### src/rtl/first_system_seq_ctrl_if.sv
// Control/status and datapath-side signals of the first_system self-test sequencer.
// FIRST_SYS_CTRL_CAPTURE_EN adds the captured response vector resp_vec.
interface first_system_seq_ctrl_if;
   logic       start;
   logic       busy;
   logic       done;
   logic       pass;
   logic [2:0] err_cnt;
   logic       dut_in1;
   logic       dut_in2;
   logic       dut_out1;
   logic       dut_out2;
`ifdef FIRST_SYS_CTRL_CAPTURE_EN
   logic [7:0] resp_vec;

   modport master (output start, dut_out1, dut_out2,
                   input  busy, done, pass, err_cnt, dut_in1, dut_in2, resp_vec);
   modport slave  (input  start, dut_out1, dut_out2,
                   output busy, done, pass, err_cnt, dut_in1, dut_in2, resp_vec);
`else
   modport master (output start, dut_out1, dut_out2,
                   input  busy, done, pass, err_cnt, dut_in1, dut_in2);
   modport slave  (input  start, dut_out1, dut_out2,
                   output busy, done, pass, err_cnt, dut_in1, dut_in2);
`endif
endinterface

### src/rtl/first_system_seq_ctrl.sv
// Self-test sequencer: walks codes 00..11 into first_system, checks responses against EXP_TABLE.
// Optional FIRST_SYS_CTRL_CAPTURE_EN records every sampled response in resp_vec.
module first_system_seq_ctrl #(
   parameter int unsigned HOLD_CYCLES = 4,
   parameter logic [7:0]  EXP_TABLE   = 8'b10010100
) (
   input logic                    clk,
   input logic                    rst_n,
   first_system_seq_ctrl_if.slave bus
);

   localparam int unsigned   HW        = (HOLD_CYCLES > 1) ? $clog2(HOLD_CYCLES) : 1;
   localparam logic [HW-1:0] HOLD_LAST = HW'(HOLD_CYCLES - 1);

   localparam logic [1:0] S_IDLE   = 2'd0;
   localparam logic [1:0] S_DRIVE  = 2'd1;
   localparam logic [1:0] S_SAMPLE = 2'd2;
   localparam logic [1:0] S_DONE   = 2'd3;

   if (HOLD_CYCLES < 1) begin : g_hold_chk
      $error("HOLD_CYCLES must be at least 1");
   end

   logic [1:0]    state_q, state_d;
   logic [1:0]    vec_q, vec_d;
   logic [HW-1:0] hold_q, hold_d;
   logic [2:0]    err_q, err_d;
   logic [1:0]    din_q, din_d;
   logic          busy_q, busy_d;
   logic          done_q, done_d;
   logic          pass_q, pass_d;
   logic [1:0]    resp_s;
   logic          mismatch_s;
`ifdef FIRST_SYS_CTRL_CAPTURE_EN
   logic [7:0]    resp_q, resp_d;
`endif

   always_comb begin
      // NOTE: every next-state signal gets a default first so no path leaves it unassigned (no latches).
      state_d    = state_q;
      vec_d      = vec_q;
      hold_d     = hold_q;
      err_d      = err_q;
      din_d      = din_q;
      busy_d     = busy_q;
      done_d     = 1'b0;
      pass_d     = pass_q;
      resp_s     = {bus.dut_out1, bus.dut_out2};
      mismatch_s = (resp_s != EXP_TABLE[{vec_q, 1'b0} +: 2]);
`ifdef FIRST_SYS_CTRL_CAPTURE_EN
      resp_d     = resp_q;
`endif
      case (state_q)
         S_IDLE: begin
            din_d = 2'b00;
            if (bus.start) begin
               state_d = S_DRIVE;
               vec_d   = 2'd0;
               hold_d  = '0;
               err_d   = 3'd0;
               pass_d  = 1'b0;
               busy_d  = 1'b1;
`ifdef FIRST_SYS_CTRL_CAPTURE_EN
               resp_d  = 8'h00;
`endif
            end
         end
         S_DRIVE: begin
            if (hold_q == HOLD_LAST) begin
               state_d = S_SAMPLE;
            end else begin
               hold_d = hold_q + 1'b1;
            end
         end
         S_SAMPLE: begin
            err_d = err_q + {2'b00, mismatch_s};
`ifdef FIRST_SYS_CTRL_CAPTURE_EN
            resp_d[{vec_q, 1'b0} +: 2] = resp_s;
`endif
            if (vec_q == 2'd3) begin
               // pass must see the count that already includes the code-3 compare
               state_d = S_DONE;
               busy_d  = 1'b0;
               done_d  = 1'b1;
               pass_d  = (err_d == 3'd0);
            end else begin
               state_d = S_DRIVE;
               vec_d   = vec_q + 2'd1;
               hold_d  = '0;
               din_d   = vec_d;
            end
         end
         default: begin
            state_d = S_IDLE;
            din_d   = 2'b00;
         end
      endcase
   end

   // NOTE: state registers use non-blocking assignments so all of them update together at the edge.
   always_ff @(posedge clk or negedge rst_n) begin
      if (!rst_n) begin
         state_q <= S_IDLE;
         vec_q   <= 2'd0;
         hold_q  <= '0;
         err_q   <= 3'd0;
         din_q   <= 2'b00;
         busy_q  <= 1'b0;
         done_q  <= 1'b0;
         pass_q  <= 1'b0;
`ifdef FIRST_SYS_CTRL_CAPTURE_EN
         resp_q  <= 8'h00;
`endif
      end else begin
         state_q <= state_d;
         vec_q   <= vec_d;
         hold_q  <= hold_d;
         err_q   <= err_d;
         din_q   <= din_d;
         busy_q  <= busy_d;
         done_q  <= done_d;
         pass_q  <= pass_d;
`ifdef FIRST_SYS_CTRL_CAPTURE_EN
         resp_q  <= resp_d;
`endif
      end
   end

   assign bus.busy    = busy_q;
   assign bus.done    = done_q;
   assign bus.pass    = pass_q;
   assign bus.err_cnt = err_q;
   assign bus.dut_in1 = din_q[1];
   assign bus.dut_in2 = din_q[0];
`ifdef FIRST_SYS_CTRL_CAPTURE_EN
   assign bus.resp_vec = resp_q;
`endif

endmodule
### src/flat_wrapper.sv
// flat-port wrapper written by rule: the top's interface ports become plain ports
module first_system_seq_ctrl_flat 
#(
   parameter int unsigned HOLD_CYCLES = 4,
   parameter logic [7:0]  EXP_TABLE   = 8'b10010100
)
  (clk, rst_n, bus_start, bus_dut_out1, bus_dut_out2, bus_busy, bus_done, bus_pass, bus_err_cnt, bus_dut_in1, bus_dut_in2);
  first_system_seq_ctrl_if bus_i ();
  input logic clk;
  input logic rst_n;
  input wire logic [$bits(bus_i.start)-1:0] bus_start;
  input wire logic [$bits(bus_i.dut_out1)-1:0] bus_dut_out1;
  input wire logic [$bits(bus_i.dut_out2)-1:0] bus_dut_out2;
  output wire logic [$bits(bus_i.busy)-1:0] bus_busy;
  output wire logic [$bits(bus_i.done)-1:0] bus_done;
  output wire logic [$bits(bus_i.pass)-1:0] bus_pass;
  output wire logic [$bits(bus_i.err_cnt)-1:0] bus_err_cnt;
  output wire logic [$bits(bus_i.dut_in1)-1:0] bus_dut_in1;
  output wire logic [$bits(bus_i.dut_in2)-1:0] bus_dut_in2;
  assign bus_i.start = bus_start;
  assign bus_i.dut_out1 = bus_dut_out1;
  assign bus_i.dut_out2 = bus_dut_out2;
  assign bus_busy = bus_i.busy;
  assign bus_done = bus_i.done;
  assign bus_pass = bus_i.pass;
  assign bus_err_cnt = bus_i.err_cnt;
  assign bus_dut_in1 = bus_i.dut_in1;
  assign bus_dut_in2 = bus_i.dut_in2;
  first_system_seq_ctrl #(.HOLD_CYCLES(HOLD_CYCLES), .EXP_TABLE(EXP_TABLE)) u_core (.clk(clk), .rst_n(rst_n), .bus(bus_i));
endmodule
### config.mk
export PLATFORM = sky130hd
export DESIGN_NAME = first_system_seq_ctrl_flat
export DESIGN_NICKNAME = d
export VERILOG_FILES = /design/src/rtl/first_system_seq_ctrl_if.sv /design/src/rtl/first_system_seq_ctrl.sv /design/src/flat_wrapper.sv
export SDC_FILE = /design/constraint.sdc
export NUM_CORES = 1
export LEC_CHECK = 0
export ABC_AREA = 1
export BUFFER_PORTS_ARGS = -buffer_cell sky130_fd_sc_hd__buf_2
export CORE_UTILIZATION = 38
export CTS_CLUSTER_DIAMETER = 60
export DETAILED_ROUTE_END_ITERATION = 16
export PLACE_DENSITY = 0.59
export SYNTH_ARGS = -nofsm -noshare
export SYNTH_HDL_FRONTEND = slang
export SYNTH_SLANG_ARGS = --single-unit
### constraint.sdc
create_clock -name clk -period 2.1 [get_ports clk]
set_clock_uncertainty 0.1 [all_clocks]
set_input_delay 0.42 -clock clk [delete_from_list [all_inputs] [get_ports clk]]
set_output_delay 0.42 -clock clk [all_outputs]
set_load 0.005 [all_outputs]
==> metrics.cfg <==
[global_routing]
antenna_found_initial = 0
overflow = 0
grt_pass1_wl_mm = 2.042
grtUsageTotal = 0.1463
grt_max_degree = 15
grt_pass1_vias = 462

[worst_setup_path]
crit_path_start_kind = flop
required_ns = 2.23
cp_num_buf_inv = 1
timing.rr.end = u_core.bus.pass$_DFFE_PN0P_
critPathKind = flop to flop
reg2reg_from = u_core.vec_q[0]$_DFFE_PN0P_
worst_path_largest_cell_delay_ns = 0.40
worst_ep_arrival_time_ns = 2.00
worst-r2r-cell-count = 10
worstSetupEndpointType = flop
crit_chain = ha_1, xnor2_1, nand2_1, ha_1, ha_1, inv_1, nand2_1, nor2_1, nand3_1, nand2_1
crit_family = adder cells
crit_slowest_cell = dfrtp_1
worst-path-max-fanout = 3
r2r_slack_ns = 0.22

[timing]
grt_setup_unrepaired = false
min_period_ns = 1.876
max_freq_mhz = 533.2
fin_crit_sh = 0.8931
slew_viol_final = 0
tightestPinTransition_ns = 0.3271
hold_violations = 0
max_slew_margin = 0.7819
setup_tns_ns = 0
setup_viol = 0
hold_slack_ns = 0.3566

[route]
wire_per_inst_um = 10.33
final_antenna_net_count = 0
drt_wl_total_mm = 1.239
first_pass_iters = 4
vias_per_cell = 4.458
drt_iter0_drc = 14
drcViolationCount = 0
num_vias = 535

[clock_network]
post_cts_resized = 0
cts_inserted_buffers = 3
path_clk_slew_ns = 0.09
root_buffer = clkbuf_4
h-tree-depth = 1
clkLatencyLatePin_ns = 0.28
clk_path_buf_depth = 2
cts_hold_buf = 1
clock_sinks = 14
cts_tree = done
cts_setup_buffers = 0

[final_layout]
fin_util = 0.4835
final_common_cell = nand2_1
layout-drive-gt1-share = 0.2105
layout_common_cells = 25 x nand2_1, 14 x dfrtp_1, 12 x buf_2
diodes = 0
instances_no_fill = 120
area_delta_synth_final_pct = 20.00
nets = 105

[placement]
dp.cells = 115
place_congestion = 0.6843
io_buffers = 12
hpwlAfterDp_um = 911.7

[worst_hold_path]
hold_class = input port to flop
hp-start = bus_start
hold_path_end = u_core.state_q[0]$_DFFE_PN0P_
hold_depth = 3

[job]
max_cap_violations = 0

[status]
status = complete, no violations

[synth]
ys_seq_area_frac = 0.5091
avgSynthCellArea_um2 = 8.823
netlist_area_um2 = 688.2
synth_seq_cells = 14
synth.distinct_cells = 14
syn_inst = 78
synth_warnings = 0
syn_nets = 87

[pwr]
leakage_nw = 0.4711
power_density_nw_per_um2 = 1252
ir_drop_mv = 0.5311
power_mw = 1.034

[floorplanning]
die-height_um = 44.56
dieArea_um2 = 1985
io_pins = 13
die_x_um = 44.56
fp-row-count = 15
initial_utilization = 0.4029
core_area_um2 = 1708

## logic make-up after synthesis
group / Yosys count / share of synthesized area
and+or+nand+nor: 42 / 0.2837
adders and majority gates: 4 / 0.07273
DFF: 14 / 0.5091
xor gates and xnor gates: 3 / 0.03819
buffers and inverters: 10 / 0.05455
AOI/OAI and AO/OA: 5 / 0.04182
## worst min-delay path: cells and delay by family
kind | cells | cell delay, ns
simple gates | 1 | 0.08
compound gates | 1 | 0.09
buf+inv | 1 | 0.11
## metal layers
metal / wire, um / vias to the layer above / share of wire / global-route usage
met5: 0 / - / 0 / 0
met4: 29 / 0 / 0.023 / 0.09091
met3: 54 / 4 / 0.044 / 0.02857
met2: 509 / 11 / 0.41 / 0.2059
met1: 644 / 240 / 0.52 / 0.2046
li1: - / 280 / - / -
## Yosys cell counts
cell type	number	area [um^2]
dfrtp_1	14	350.3
ha_1	4	50.05
inv_1	10	37.54
nand2_1	25	93.84
nand2_2	1	6.260
nand3_1	8	40.04
nand3_2	1	10.01
nand3_4	1	17.52
nand4_1	1	6.260
nor2_1	4	15.01
o21ai_0	4	20.02
o21ai_2	1	8.760
or2_1	1	6.260
xnor2_1	3	26.28
## per-stage QoR
| step | cell area (um^2) | worst slack, ns |
|---|---|---|
| floorplan | 688.2 | 0.3199 |
| global placement | 779.5 | 0.2415 |
| global route | 825.8 | 0.05922 |
| detailed placement | 779.5 | 0.2385 |
| finish | 825.8 | 0.2244 |
| CTS | 825.8 | 0.2104 |
## power by group
group | leakage, nW | internal, mW | switching (mW)
combinational | 0.269 | 0.166 | 0.239
clock | 0.0210 | 0.105 | 0.0916
sequential | 0.181 | 0.356 | 0.0765
total | 0.471 | 0.627 | 0.407
## layout make-up
class | count | area, um^2
fill | 171 | 882.1
sequential | 14 | 350.3
multi-input combinational | 54 | 300.3
timing repair buffer | 13 | 70.07
inverter | 10 | 37.54
clock buffer | 4 | 36.28
tap | 25 | 31.28
## sequential cells by signal, summed over array words and instances (netlist names)
| register | flops |
|---|---|
| u_core.din_q | 2 |
| u_core.bus.busy | 1 |
| u_core.state_q | 2 |
| u_core.bus.err_cnt | 3 |
| u_core.bus.done | 1 |
| u_core.bus.pass | 1 |
| u_core.hold_q | 2 |
| u_core.vec_q | 2 |
## how the worst max path moves through the flow
stage	from	to	slack (ns)	cells past startpoint
after floorplan	u_core.vec_q[0]$_DFFE_PN0P_	u_core.bus.pass$_DFFE_PN0P_	0.32	10
after global placement	u_core.vec_q[0]$_DFFE_PN0P_	u_core.bus.pass$_DFFE_PN0P_	0.24	10
after detailed placement	u_core.vec_q[0]$_DFFE_PN0P_	u_core.bus.pass$_DFFE_PN0P_	0.24	10
after CTS	u_core.vec_q[0]$_DFFE_PN0P_	u_core.bus.pass$_DFFE_PN0P_	0.21	10
after global routing	u_core.vec_q[0]$_DFFE_PN0P_	u_core.bus.pass$_DFFE_PN0P_	0.06	10
final	u_core.vec_q[0]$_DFFE_PN0P_	u_core.bus.pass$_DFFE_PN0P_	0.22	10
No activity file was read; power rests on OpenSTA's default activity.
